<file path="config.mk">
export PLATFORM = sky130hd
export DESIGN_NAME = regfile_wb_arbiter
export DESIGN_NICKNAME = d
export VERILOG_FILES = /design/src/rtl/regfile_wb_arbiter.sv
export SDC_FILE = /design/constraint.sdc
export NUM_CORES = 1
export LEC_CHECK = 0
export BUFFER_PORTS_ARGS = -buffer_cell sky130_fd_sc_hd__buf_2
export CORE_ASPECT_RATIO = 1.75
export CORE_MARGIN = 2
export CORE_UTILIZATION = 30
export CTS_BUF_LIST = sky130_fd_sc_hd__clkbuf_4 sky130_fd_sc_hd__clkbuf_8
export DETAILED_ROUTE_END_ITERATION = 16
export PLACE_DENSITY_LB_ADDON = 0.08
export SLEW_MARGIN = 20
export SYNTH_ARGS = -nofsm -noshare
export SYNTH_HDL_FRONTEND = slang
export SYNTH_SLANG_ARGS = --single-unit
</file>
<file path="constraint.sdc">
create_clock -name clk -period 9.85 [get_ports clk]
set_clock_uncertainty 0.1 [all_clocks]
set_input_delay 0.985 -clock clk [delete_from_list [all_inputs] [get_ports clk]]
set_output_delay 0.985 -clock clk [all_outputs]
set_load 0.1 [all_outputs]
</file>
<file path="src/rtl/regfile_wb_arbiter.sv">
// -----------------------------------------------------------------------------
// regfile_wb_arbiter
//
// Writeback stage that owns the register file's single write port. Results
// from the ALU and the load unit arrive on valid/ready handshakes, are buffered
// in a small in-order FIFO and retired one per cycle. Operand fetch can ask
// whether any buffered entry still targets a given register (RAW hazard check).
//
// Ports:
//   clk, rst_n                      clock, asynchronous active-low reset
//   alu_valid/alu_ready/alu_addr/alu_data   ALU result handshake
//   mem_valid/mem_ready/mem_addr/mem_data   load result handshake
//   write_enable/write_addr/write_data      register file write port
//   count                            occupied FIFO entries
//   query_addr/query_pending         pending-write lookup for operand fetch
// -----------------------------------------------------------------------------
module regfile_wb_arbiter #(
   parameter int DATA_WIDTH = 64,
   parameter int ADDR_WIDTH = 6,
   parameter int DEPTH      = 4
) (
   input  logic                         clk,
   input  logic                         rst_n,
   input  logic                         alu_valid,
   output logic                         alu_ready,
   input  logic [ADDR_WIDTH-1:0]        alu_addr,
   input  logic [DATA_WIDTH-1:0]        alu_data,
   input  logic                         mem_valid,
   output logic                         mem_ready,
   input  logic [ADDR_WIDTH-1:0]        mem_addr,
   input  logic [DATA_WIDTH-1:0]        mem_data,
   output logic                         write_enable,
   output logic [ADDR_WIDTH-1:0]        write_addr,
   output logic [DATA_WIDTH-1:0]        write_data,
   output logic [$clog2(DEPTH+1)-1:0]   count,
   input  logic [ADDR_WIDTH-1:0]        query_addr,
   output logic                         query_pending
);

   localparam int PW = $clog2(DEPTH);
   localparam int CW = $clog2(DEPTH+1);

   // Which producer won the most recent contended cycle.
   typedef enum logic {
      RR_ALU = 1'b0,
      RR_MEM = 1'b1
   } rr_e;

   logic [ADDR_WIDTH-1:0] addr_q [DEPTH];
   logic [DATA_WIDTH-1:0] data_q [DEPTH];
   logic [PW-1:0]         rd_ptr;
   logic [PW-1:0]         wr_ptr;
   logic [CW-1:0]         count_q;
   rr_e                   rr_last;

   logic          pop;
   logic [CW-1:0] free;
   logic          free_many;
   logic          contention;
   logic          alu_push;
   logic          mem_push;
   logic [PW-1:0] alu_slot;
   logic [PW-1:0] offset;

   // The register file always accepts, so the head leaves on every edge
   // where anything is buffered.
   assign pop = (count_q != '0);

   // A slot freed by this cycle's retirement is reusable at the same edge,
   // which is why free never drops below one.
   assign free      = CW'(DEPTH) - count_q + CW'(pop);
   assign free_many = (free > CW'(1));

   // With a single free slot and both producers valid, exactly one ready is
   // raised; each ready looks only at the other producer's valid.
   always_comb begin
      alu_ready = 1'b1;
      mem_ready = 1'b1;
      if (!free_many) begin
         mem_ready = !alu_valid || (rr_last == RR_ALU);
         alu_ready = !mem_valid || (rr_last == RR_MEM);
      end
   end

   assign contention = !free_many && alu_valid && mem_valid;
   assign alu_push   = alu_valid && alu_ready;
   assign mem_push   = mem_valid && mem_ready;

   // On a dual enqueue the load result takes the first slot so the ALU value
   // retires last and wins a same-address collision.
   assign alu_slot = wr_ptr + PW'(mem_push);

   // NOTE: the storage array has no reset; validity is tracked solely by
   // count and the pointers, so stale contents are never observed.
   always_ff @(posedge clk) begin
      if (mem_push) begin
         addr_q[wr_ptr] <= mem_addr;
         data_q[wr_ptr] <= mem_data;
      end
      if (alu_push) begin
         addr_q[alu_slot] <= alu_addr;
         data_q[alu_slot] <= alu_data;
      end
   end

   // NOTE: sequential state uses non-blocking assignments so every register
   // samples the pre-edge values of the others.
   always_ff @(posedge clk or negedge rst_n) begin
      if (!rst_n) begin
         rd_ptr  <= '0;
         wr_ptr  <= '0;
         count_q <= '0;
         rr_last <= RR_ALU;
      end else begin
         // DEPTH is a power of two, so pointer overflow is the wrap.
         rd_ptr  <= rd_ptr + PW'(pop);
         wr_ptr  <= wr_ptr + PW'(alu_push) + PW'(mem_push);
         count_q <= count_q + CW'(alu_push) + CW'(mem_push) - CW'(pop);
         if (contention) begin
            rr_last <= (rr_last == RR_ALU) ? RR_MEM : RR_ALU;
         end
      end
   end

   assign write_enable = pop;
   assign write_addr   = addr_q[rd_ptr];
   assign write_data   = data_q[rd_ptr];
   assign count        = count_q;

   // An entry is occupied when its distance from the head is below count;
   // the head itself counts even though it retires this cycle.
   // NOTE: every variable driven here gets a default first so no latch is
   // inferred.
   always_comb begin
      query_pending = 1'b0;
      offset        = '0;
      for (int i = 0; i < DEPTH; i++) begin
         offset = PW'(i) - rd_ptr;
         if ((CW'(offset) < count_q) && (addr_q[i] == query_addr)) begin
            query_pending = 1'b1;
         end
      end
   end

endmodule

</file>
* Word level (Yosys, flattened, before mapping)
Memories as Yosys holds them, arrays and structs flattened.
Cells that the tools add are included.
** Word-level totals
- Output and inout port bits :: 77
- Memories :: 2
- Bits of input ports :: 150
- Register bits :: 8
- RAM bits :: 280
** Operators by class
- Order comparisons :: 5
- Add/sub/neg operators :: 13
- Bitwise logic cells :: 1
- Multiplexer cells :: 11
- Equality and inequality tests :: 4
- Reductions and logical operators :: 14
** Memories
- data_q :: depth 4, bits a word 64, rd ports 1, clocked after memory_dff 0, wr ports 2, RTL line 50 : logic [DATA_WIDTH-1:0] data_q [DEPTH];
- addr_q :: depth 4, bits a word 6, rd ports 5, clocked after memory_dff 0, wr ports 2, RTL line 49 : logic [ADDR_WIDTH-1:0] addr_q [DEPTH];
** Operator list (count)
- $eq A6 B6 Y1 :: 4
- $lt A2 B3 Y1 :: 4
- $mux W1 :: 11
- $add A3 B1 Y3 :: 3
- $add A2 B1 Y2 :: 4
- $logic_and A1 B1 Y1 :: 8
- $sub A1 B2 Y2 const A :: 2
- $sub A2 B2 Y2 const A :: 2
- $gt A3 B1 Y1 const B :: 1
- $logic_not A1 Y1 :: 3
- $reduce_bool A3 Y1 :: 1
- $sub A3 B1 Y3 :: 1
- $sub A3 B3 Y3 const A :: 1
- $logic_or A1 B1 Y1 :: 2
- $not A1 Y1 :: 1

* Logic depth before layout (Yosys ltp)
Gate-level depths: netlist (run 1).
- Word-level depth :: 8
- Depth in mapped cells :: 11
- Gate-level depth less buffers :: 11

* Worst setup path before layout (run 1)
Ideal clock, no wire load.
- Kind :: reg2reg
- From :: reg count_q[1], in the netlist count[1]
- To :: mem addr_q[1][0], enable pin
- Arrival :: 5.896 ns
- Period minus slack after synthesis :: 6.423 ns
- Stages on the path, launching flop included :: 12
- Buffers on the path :: 1
- Setup slack :: 3.427 ns
- Library setup time :: 0.427 ns
- Path through :: dfrtp_1 inv_1 ha_1 xor2_1 nand4bb_1 and2_1 ha_1 xnor2_1 nand2_1 nor2_4 buf_6 a21o_1
** RTL lines
- from (decl) :: RTL line 53 : logic [CW-1:0] count_q;
- from (signal assigned) :: RTL line 118 : count_q <= count_q + CW'(alu_push) + CW'(mem_push) - CW'(pop);
- to (decl) :: RTL line 49

==> results.yml, run 1 <==
run_status:
  outcome: "finished clean"
cts:
  cts_setup_buffers: 0
  post_cts_resized: 0
  htree_levels: 2
  cts_buffers: 48
  clockRootBuffer: "clkbuf_8"
  clk-insertion-delay-late_ns: 0.58
  path_clk_slew_ns: 0.07
  clkSinkCount: 288
  cts_tree: "built"
  postCtsHoldBufs: 0
  clock_path_buffers: 3
synth:
  ys_ff_latch: 288
  synth_area_um2: 14490
  yosys_warnings: 0
  synthXorXnorAreaFrac: 0.01995
  seq_area_frac_synth: 0.5942
  synth_top_family_by_area: "multiplexers"
  synth_compound_area_frac: 0.008118
  synthSimpleGateAreaFrac: 0.01080
  synth_edf_count: 280
  synth_area_leaders: "edfxtp_1 (58%), mux2_2 (20%), mux4_2 (11%), buf_6 (2.2%), mux2_1 (2.0%)"
  synth_fa_ha_area_frac: 0.01105
  synth_ff_type: "edfxtp_1"
  synth_top_area_cell: "edfxtp_1"
  synth_mux_area_frac: 0.3265
  synth_top_cell_area_share: 0.5804
  synth_area_per_cell_um2: 18.82
  synthDistinctLibCells: 33
  synthCells: 770
  synth_nets: 931
  async_reset_ff_frac: 0.02778
floorplan:
  initial_core_util: 0.3034
  rows: 106
  dieHeight_um: 294.7
  fp.coreArea_um2: 47750
  die_x_um: 170.1
  io_pins: 227
  die_area_um2: 50140
placement:
  io_buffers: 226
  dpl.hpwl_mm: 24.34
  place_congestion: 0.6855
  dp_cells: 1558
routing:
  route.detailed.drc: 0
  postRouteAntennaNets: 0
  vias: 8076
  first_pass_iters: 4
  drtIter0Drc: 335
  post_drt_wl_per_cell_um: 24.30
  viasPerCell: 4.895
  routed_wl_mm: 40.09
timing:
  fin_setup_tns_ns: 0
  setup_viol: 0
  whs_ns: 0.1389
  drv_slew: 0
  tightest_slew_ns: 1.054
  period_share: 0.4773
  relSlewSlack: 0.2974
  max_freq_ghz: 0.2127
  grt_setup_unrepaired: "no"
  min_period_ns: 4.701
  final-hold-violation-count: 0
grt:
  grt_max_degree: 56
  grt_pass1_wl_mm: 59.96
  top_usage_layer: "met2"
  grt_pass1_vias: 9217
  track_usage: 0.1626
  met1_usage: 0.1862
  antenna_found_initial: 5
  grt_use_met3: 0.03760
  grtUsageMet2: 0.2987
  globalRouteOverflowTotal: 0
layout:
  syn2layout_area_growth_pct: 18.22
  fin_util: 0.3587
  drive_gt1_frac: 0.6207
  num-nets-final: 1175
  final_cell_count_no_fill: 1650
worst_setup_path:
  worstSetupPathType: "reg2reg"
  path_max_fanout: 36
  cp.arrival_ns: 4.82
  worstSetupEndpointType: "register"
  worstPathRequired_ns: 9.97
  crit_path_start_kind: "register"
min_path:
  min_path_type: "in2async"
flow_run:
  maxCapViolCount: 0
## final cells by class
class	count	area, um^2
fillers	4634	30620
multi-input cells	428	5489
diodes	4	10.01
clock buffers	67	809.5
repair buffers	239	1229
clock inverters	21	197.7
well taps	594	743.2
flip-flops and latches	288	8616
inverters	9	33.78
## per-layer routing
| layer | wire length [um] | vias to the layer above |
|---|---|---|
| li1 | - | 3637 |
| met1 | 15620 | 4158 |
| met2 | 21250 | 218 |
| met3 | 2269 | 59 |
| met4 | 932 | 4 |
| met5 | 14 | - |
## state kept, by name, summed over array words and instances (netlist names)
register / cells
wr_ptr: 2
addr_q: 24
data_q: 256
rr_last: 1
count: 3
rd_ptr: 2
## Yosys cell counts, drive strengths merged (3+ instances only)
cell type	n
a2111oi	5
a21oi	3
buf	36
clkbuf	9
dfrtp	8
edfxtp	280
fa	3
ha	8
inv	9
mux2	280
mux4	70
nand2	4
nor2	3
xnor2	10
xor2	23
## placed cells by master, fill, tap and decap left out, types with 6 or more instances in the layout
cell type | Yosys | final
edfxtp_1 | 280 | 280
mux2_1 | 26 | 26
clkbuf_8 | 0 | 49
ha_1 | 8 | 8
xnor2_1 | 10 | 10
clkinv_1 | 0 | 10
buf_2 | 8 | 226
inv_1 | 9 | 9
buf_4 | 0 | 13
xor2_1 | 23 | 23
mux4_2 | 70 | 70
dfrtp_1 | 8 | 6
clkbuf_4 | 0 | 18
mux2_2 | 254 | 254
## worst paths after layout
check	startpoint	endpoint	slack [ns]	cells after the start
worst min-delay path	rst_n	wr_ptr[0]	0.14	1
min in group clk	rr_last	rr_last	0.43	1
worst max-delay path	count[1]	data_q[3][25]	5.15	11
worst max register to register	count[1]	data_q[3][25]	5.15	11
worst min register to register	rr_last	rr_last	0.43	1
max in group asynchronous	rst_n	rd_ptr[0]	9.31	1
## critical path: stages (launching register included)
cell,delay (ns)
dfrtp_1,0.40
inv_1,0.22
ha_1,0.20
xor2_1,0.23
nand4bb_1,0.18
and2_1,0.31
ha_1,0.26
xor2_1,0.29
nand2_1,0.15
nor2_4,0.67
a31o_4,0.66
buf_4,0.64
## kinds of logic (layout without fill, tap and decap cells)
kind of cell,Yosys count,after routing
mux,350,350
flops,288,288
buf+inv,54,336
xor+xnor,33,33
simple gates,18,18
compound gates,15,15
fa+ha+maj,11,11
other cells,1,5
## per-stage QoR
step,setup slack (ns),instance area [um^2]
CTS,4.926,17120
global placement,5.023,16110
finish,5.149,17130
global route,4.675,17130
floorplan,3.427,14490
detailed placement,4.934,16110
Power of run 1 is not shown: default switching activity piles up to over one toggle a cycle in this logic, so the estimate is an artifact.
==> inputs of run 2 (changes only) <==
--- a/config.mk
+++ b/config.mk
@@ -5,6 +5,7 @@
 export SDC_FILE = /design/constraint.sdc
 export NUM_CORES = 1
 export LEC_CHECK = 0
+export ABC_AREA = 1
 export BUFFER_PORTS_ARGS = -buffer_cell sky130_fd_sc_hd__buf_2
 export CORE_ASPECT_RATIO = 1.75
 export CORE_MARGIN = 2
==> constraint.sdc (replaced) <==
create_clock -name clk -period 4 [get_ports clk]
set_clock_uncertainty 0.1 [all_clocks]
set_input_delay 0.4 -clock clk [delete_from_list [all_inputs] [get_ports clk]]
set_output_delay 0.4 -clock clk [all_outputs]
set_load 0.1 [all_outputs]
==> run 2 against run 1 <==
Effect of this change:
- critical path depth down 3
- worst hold slack worse by 0.095 ns
- cell count rose by 60%
- highest routed layer is now met4
==> results.yml, run 2 <==
synth:
  synth_top_family_by_area: "simple AND/OR/NAND/NOR gates"
  synth_top_area_cell: "edfxtp_1"
  ys_ff_latch: 288
  synth_area_um2: 15710
  async_reset_ff_frac: 0.02778
  synthCells: 1741
  synth_mux_area_frac: 0
  synth_nets: 1902
  synth_area_leaders: "edfxtp_1 (54%), nand2_1 (15%), nand4_1 (11%), nand3_1 (6.3%), a22oi_1 (3.3%)"
  synthXorXnorAreaFrac: 0.009955
  synth_compound_area_frac: 0.03879
  synth_ff_type: "edfxtp_1"
  seq_area_frac_synth: 0.5479
  synth_fa_ha_area_frac: 0.01019
  synth_common_cells: "nand2_1 (623), edfxtp_1 (280), nand4_1 (280)"
  synth_top_cell_area_share: 0.5352
  synthDistinctLibCells: 30
  synthSimpleGateAreaFrac: 0.3363
  synth_edf_count: 280
  synth_most_common_cell: "nand2_1"
  yosys_warnings: 0
  synth_area_per_cell_um2: 9.024
placement:
  place_congestion: 0.8330
  io_buffers: 226
  dpl.hpwl_mm: 33.42
  placed_area_um2: 18410
layout:
  largest-register: "data_q"
  fillers: 5248
  layout_commonest_cell: "nand2_1"
  largest_register_ff_count: 256
  num-nets-final: 2079
  drive_gt1_frac: 0.1838
  mostFrequentLayoutCells: "nand2_1 (621), nand4_1 (280), edfxtp_1 (280)"
  fin_area_um2: 19610
  syn2layout_area_growth_pct: 24.83
floorplan:
  fp.coreArea_um2: 52080
  die_x_um: 177.0
  rows: 111
  dieHeight_um: 306.7
  die_area_um2: 54290
  initial_core_util: 0.3016
  io_pins: 227
grt:
  top_usage_layer: "met2"
  grtUsageMet2: 0.4004
  met1_usage: 0.2679
  antenna_found_initial: 2
  grt_use_met3: 0.02658
  track_usage: 0.2223
  grt_pass1_vias: 14310
  globalRouteOverflowTotal: 0
  grt_pass1_wl_mm: 90.82
  grt_max_degree: 210
timing:
  fin_setup_tns_ns: 0
  drv_slew: 0
  relSlewSlack: 0.2594
  max_freq_ghz: 0.2691
  setup_viol: 0
  tightest_slew_ns: 1.111
  final-hold-violation-count: 0
  period_share: 0.9291
  grt_setup_unrepaired: "no"
  min_period_ns: 3.716
routing:
  postRouteAntennaNets: 0
  route.detailed.drc: 0
  drtIter0Drc: 1038
  first_pass_iters: 5
  post_drt_wl_per_cell_um: 23.16
  vias: 14390
  viasPerCell: 5.467
  routed_wl_mm: 60.97
worst_setup_path:
  worstPathRequired_ns: 3.50
  path_max_fanout: 61
  worstSetupPathType: "reg2out"
  cp.arrival_ns: 3.22
  worstSetupEndpointType: "output port"
  crit_path_start_kind: "register"
cts:
  clkSinkCount: 288
  cts_setup_buffers: 0
  clock_path_buffers: 3
  clk-insertion-delay-late_ns: 0.58
  clockRootBuffer: "clkbuf_8"
  path_clk_slew_ns: 0.07
  cts_tree: "built"
  cts_buffers: 46
  htree_levels: 2
flow_run:
  maxCapViolCount: 0
min_path:
  min_path_type: "in2reg"
run_status:
  outcome: "finished clean"
run 2: cell count changes after synthesis, moves of 28 or more:
cell,change
clkbuf_1,+60
inv_1,+28
nand3_1,+197
buf_2,+70
a22oi_1,+70
nand4_1,+279
mux4_2,-70
mux2_2,-254
nand2_1,+620
buf_6,-28
run 2: cell families (layout without fill, tap and decap cells):
group | after synthesis | in the layout
compound gates | 83 | 83
xor+xnor | 17 | 17
other cells | 1 | 2
fa+ha+maj | 11 | 11
buf+inv | 205 | 417
simple gates | 1136 | 1136
flops | 288 | 288
run 2: worst paths after layout:
check	startpoint	endpoint	slack (ns)	depth (start not counted)
min in group asynchronous	rst_n	count[2]	0.09	2
min	mem_data[2]	data_q[0][2]	0.04	3
max reg2reg	count[1]	data_q[3][18]	0.35	15
max	count[1]	alu_ready	0.28	8
min reg2reg	count[2]	count[2]	0.47	1
max in group asynchronous	rst_n	rd_ptr[1]	3.51	2
run 2: final cells by class:
type,instances,area (um^2),share of cell area
sequential,288,8618,0.4395
antenna,1,2.502,0.0001276
timing repair buffer,294,2771,0.1413
clock buffer,63,773.2,0.03943
inverter,40,153.9,0.007847
clock inverter,20,111.4,0.005678
tap,678,848.3,0.04326
multi-input combinational,1248,6332,0.3229
run 2: what timing repair did:
action | 4_1_cts | 5_1_grt
endpoints found under the hold margin | 96 | 0
hold buffers | 31 | 0
gates resized for setup | 0 | 0
run 2: worst max-delay path, stage by stage (launching register included):
cell and delay, ns:
dfrtp_4 0.44, clkinvlp_4 0.18, ha_1 0.32, inv_1 0.03
nand3_1 0.14, nand3b_1 0.17, buf_4 0.22, buf_4 0.55
buf_2 0.55
run 2: metal layers:
layer / part of all wire / wire (um) / vias to the layer above
met2: 0.52 / 31850 / 523
li1: - / - / 6648
met1: 0.39 / 24040 / 7097
met3: 0.052 / 3162 / 120
met5: 0 / 0 / -
met4: 0.031 / 1914 / 0
run 2: per-stage QoR:
stage	hold WS [ns]	std cells	util	setup WS (ns)
floorplan	0.004409	1741	-	0.01762
global placement	0.1621	2517	0.3536	0.4348
detailed placement	0.1642	2517	0.3536	0.3653
CTS	0.0006034	2631	0.3765	0.2276
global route	0.02990	2632	0.3766	0.08274
finish	0.04437	2632	0.3766	0.2835
Power of run 2 is left out for the same reason.
==> inputs of run 3 (changes only) <==
--- a/config.mk
+++ b/config.mk
@@ -9,10 +9,10 @@
 export BUFFER_PORTS_ARGS = -buffer_cell sky130_fd_sc_hd__buf_2
 export CORE_ASPECT_RATIO = 1.75
 export CORE_MARGIN = 2
-export CORE_UTILIZATION = 30
+export CORE_UTILIZATION = 54
 export CTS_BUF_LIST = sky130_fd_sc_hd__clkbuf_4 sky130_fd_sc_hd__clkbuf_8
 export DETAILED_ROUTE_END_ITERATION = 16
-export PLACE_DENSITY_LB_ADDON = 0.08
+export PLACE_DENSITY = 0.81
 export SLEW_MARGIN = 20
 export SYNTH_ARGS = -nofsm -noshare
 export SYNTH_HDL_FRONTEND = slang
==> run 3 against run 2 <==
Effect of this change:
- global-route usage is 9.3 points higher
- utilization rose by 28 points
- non-clock buffer count down 33
- maximum frequency shrank 1.6%
- critical path depth rose by 7
- die area fell by 44%
- worst hold slack improved by 0.011 ns
- first-iteration DRC count increased by 89%
- via count increased by 3.2%
- flip-flop and latch count did not move
- critical path type is now reg2reg
- register-to-register slack got worse by 0.13 ns
==> results.yml, run 3 (synthesis results as in run 2) <==
layout:
  drive_gt1_frac: 0.1849
  mostFrequentLayoutCells: "nand2_1 (621), nand4_1 (280), edfxtp_1 (280)"
  layout_commonest_cell: "nand2_1"
  fillers: 2181
  num-nets-final: 2041
  multi_input_area_um2: 6332
  largest-register: "data_q"
  syn2layout_area_growth_pct: 19.60
  regArea_um2: 8618
  fin_area_um2: 18790
  largest_register_ff_count: 256
routing:
  wl_met3_mm: 4.874
  viasPerCell: 6.458
  top_layer: "met5"
  vias: 14850
  drt-met1-wl_mm: 16.05
  wl_met2_mm: 24.73
  route.detailed.drc: 0
  postRouteAntennaNets: 0
  routed_wl_mm: 48.84
  first_pass_iters: 6
  drtIter0Drc: 1960
  post_drt_wl_per_cell_um: 21.23
timing:
  max_freq_ghz: 0.2647
  final-hold-violation-count: 0
  period_share: 0.9445
  min_period_ns: 3.778
  grt_setup_unrepaired: "no"
  whs_ns: 0.05585
  setup_viol: 0
  tightest_slew_ns: 0.9980
  fin_setup_tns_ns: 0
  relSlewSlack: 0.3346
  drv_slew: 0
grt:
  globalRouteOverflowTotal: 0
  grt_pass1_wl_mm: 75.78
  antenna_found_initial: 15
  track_usage: 0.3150
  grt_max_degree: 285
  grt_pass1_vias: 14670
run_status:
  outcome: "finished clean"
cts:
  clkSinkCount: 288
  cts_setup_buffers: 0
  cts_tree: "built"
  postCtsHoldBufs: 1
  clk-insertion-delay-late_ns: 0.55
  path_clk_slew_ns: 0.07
  htree_levels: 2
  clock_path_buffers: 3
  clockRootBuffer: "clkbuf_8"
  post_cts_resized: 0
  cts_buffers: 41
placement:
  place_congestion: 0.9033
  io_buffers: 226
  placed_area_um2: 17920
  dpl.hpwl_mm: 27.14
worst_setup_path:
  path_max_fanout: 70
  crit_path_start_kind: "register"
  max_stage_delay_ns: 0.78
  worstSetupEndpointType: "register"
  crit_slowest_cell: "buf_4"
  path_cells: "clkinvlp_4 -> ha_1 -> inv_1 -> nand3_1 -> nor2_4 -> nand2_8 -> nand2_8 -> inv_1 -> ha_1 -> xnor2_2 -> inv_2 -> nor2_4 -> buf_4 -> nand4_1 -> nand2_1"
  cp.arrival_ns: 4.08
  worstSetupPathType: "reg2reg"
  path_buf_inv: 5
  cpLargestDelayFamily: "buffers and inverters"
  worstPathRequired_ns: 4.31
floorplan:
  io_pins: 227
  die_x_um: 132.9
  initial_core_util: 0.5488
  die_area_um2: 30530
  rows: 82
  dieHeight_um: 229.6
  fp.coreArea_um2: 28630
flow_run:
  maxCapViolCount: 0
min_path:
  min_path_type: "in2reg"
[run 3: cell types whose count changed in the layout (fill, tap and decap cells not counted), sizes merged]
cell,delta
dlygate4sd3,-30
diode,+12
clkinv,-8
buf,-3
clkbuf,-3
[run 3: cell type report]
class | instances | area share
sequential | 288 | 0.4587
clock buffer | 60 | 0.03829
clock inverter | 12 | 0.004328
tap | 378 | 0.02517
multi-input combinational | 1248 | 0.3370
inverter | 40 | 0.008191
timing repair buffer | 261 | 0.1266
antenna | 13 | 0.001731
[run 3: final timing paths]
| kind | from | endpoint | cells past startpoint | slack [ns] |
|---|---|---|---|---|
| max | count[1] | data_q[1][48] | 15 | 0.22 |
| max in group asynchronous | rst_n | rd_ptr[1] | 2 | 3.47 |
| min in group asynchronous | rst_n | wr_ptr[1] | 2 | 0.12 |
| max reg2reg | count[1] | data_q[1][48] | 15 | 0.22 |
| min reg2reg | count[2] | count[2] | 1 | 0.50 |
| min | mem_data[6] | data_q[3][6] | 3 | 0.06 |
[run 3: routing by layer]
layer,up-vias,track usage
li1,6569,-
met1,6970,0.3602
met2,1081,0.5358
met3,230,0.04582
met4,4,0.2275
met5,-,0
[run 3: worst min-delay path: stages]
cell and delay [ns]:
buf_2 0.11, nand2_1 0.05, nand2_1 0.05
[run 3: through the flow]
stage,utilization,instances,setup WS (ns)
6_report,0.6564,2300,0.2219
3_5_place_dp,0.6260,2213,0.2936
4_1_cts,0.6543,2286,0.2675
3_3_place_gp,0.6260,2213,0.4304
5_1_grt,0.6564,2300,0.04670
2_1_floorplan,-,1741,0.01762
Power of run 3 is left out for the same reason.
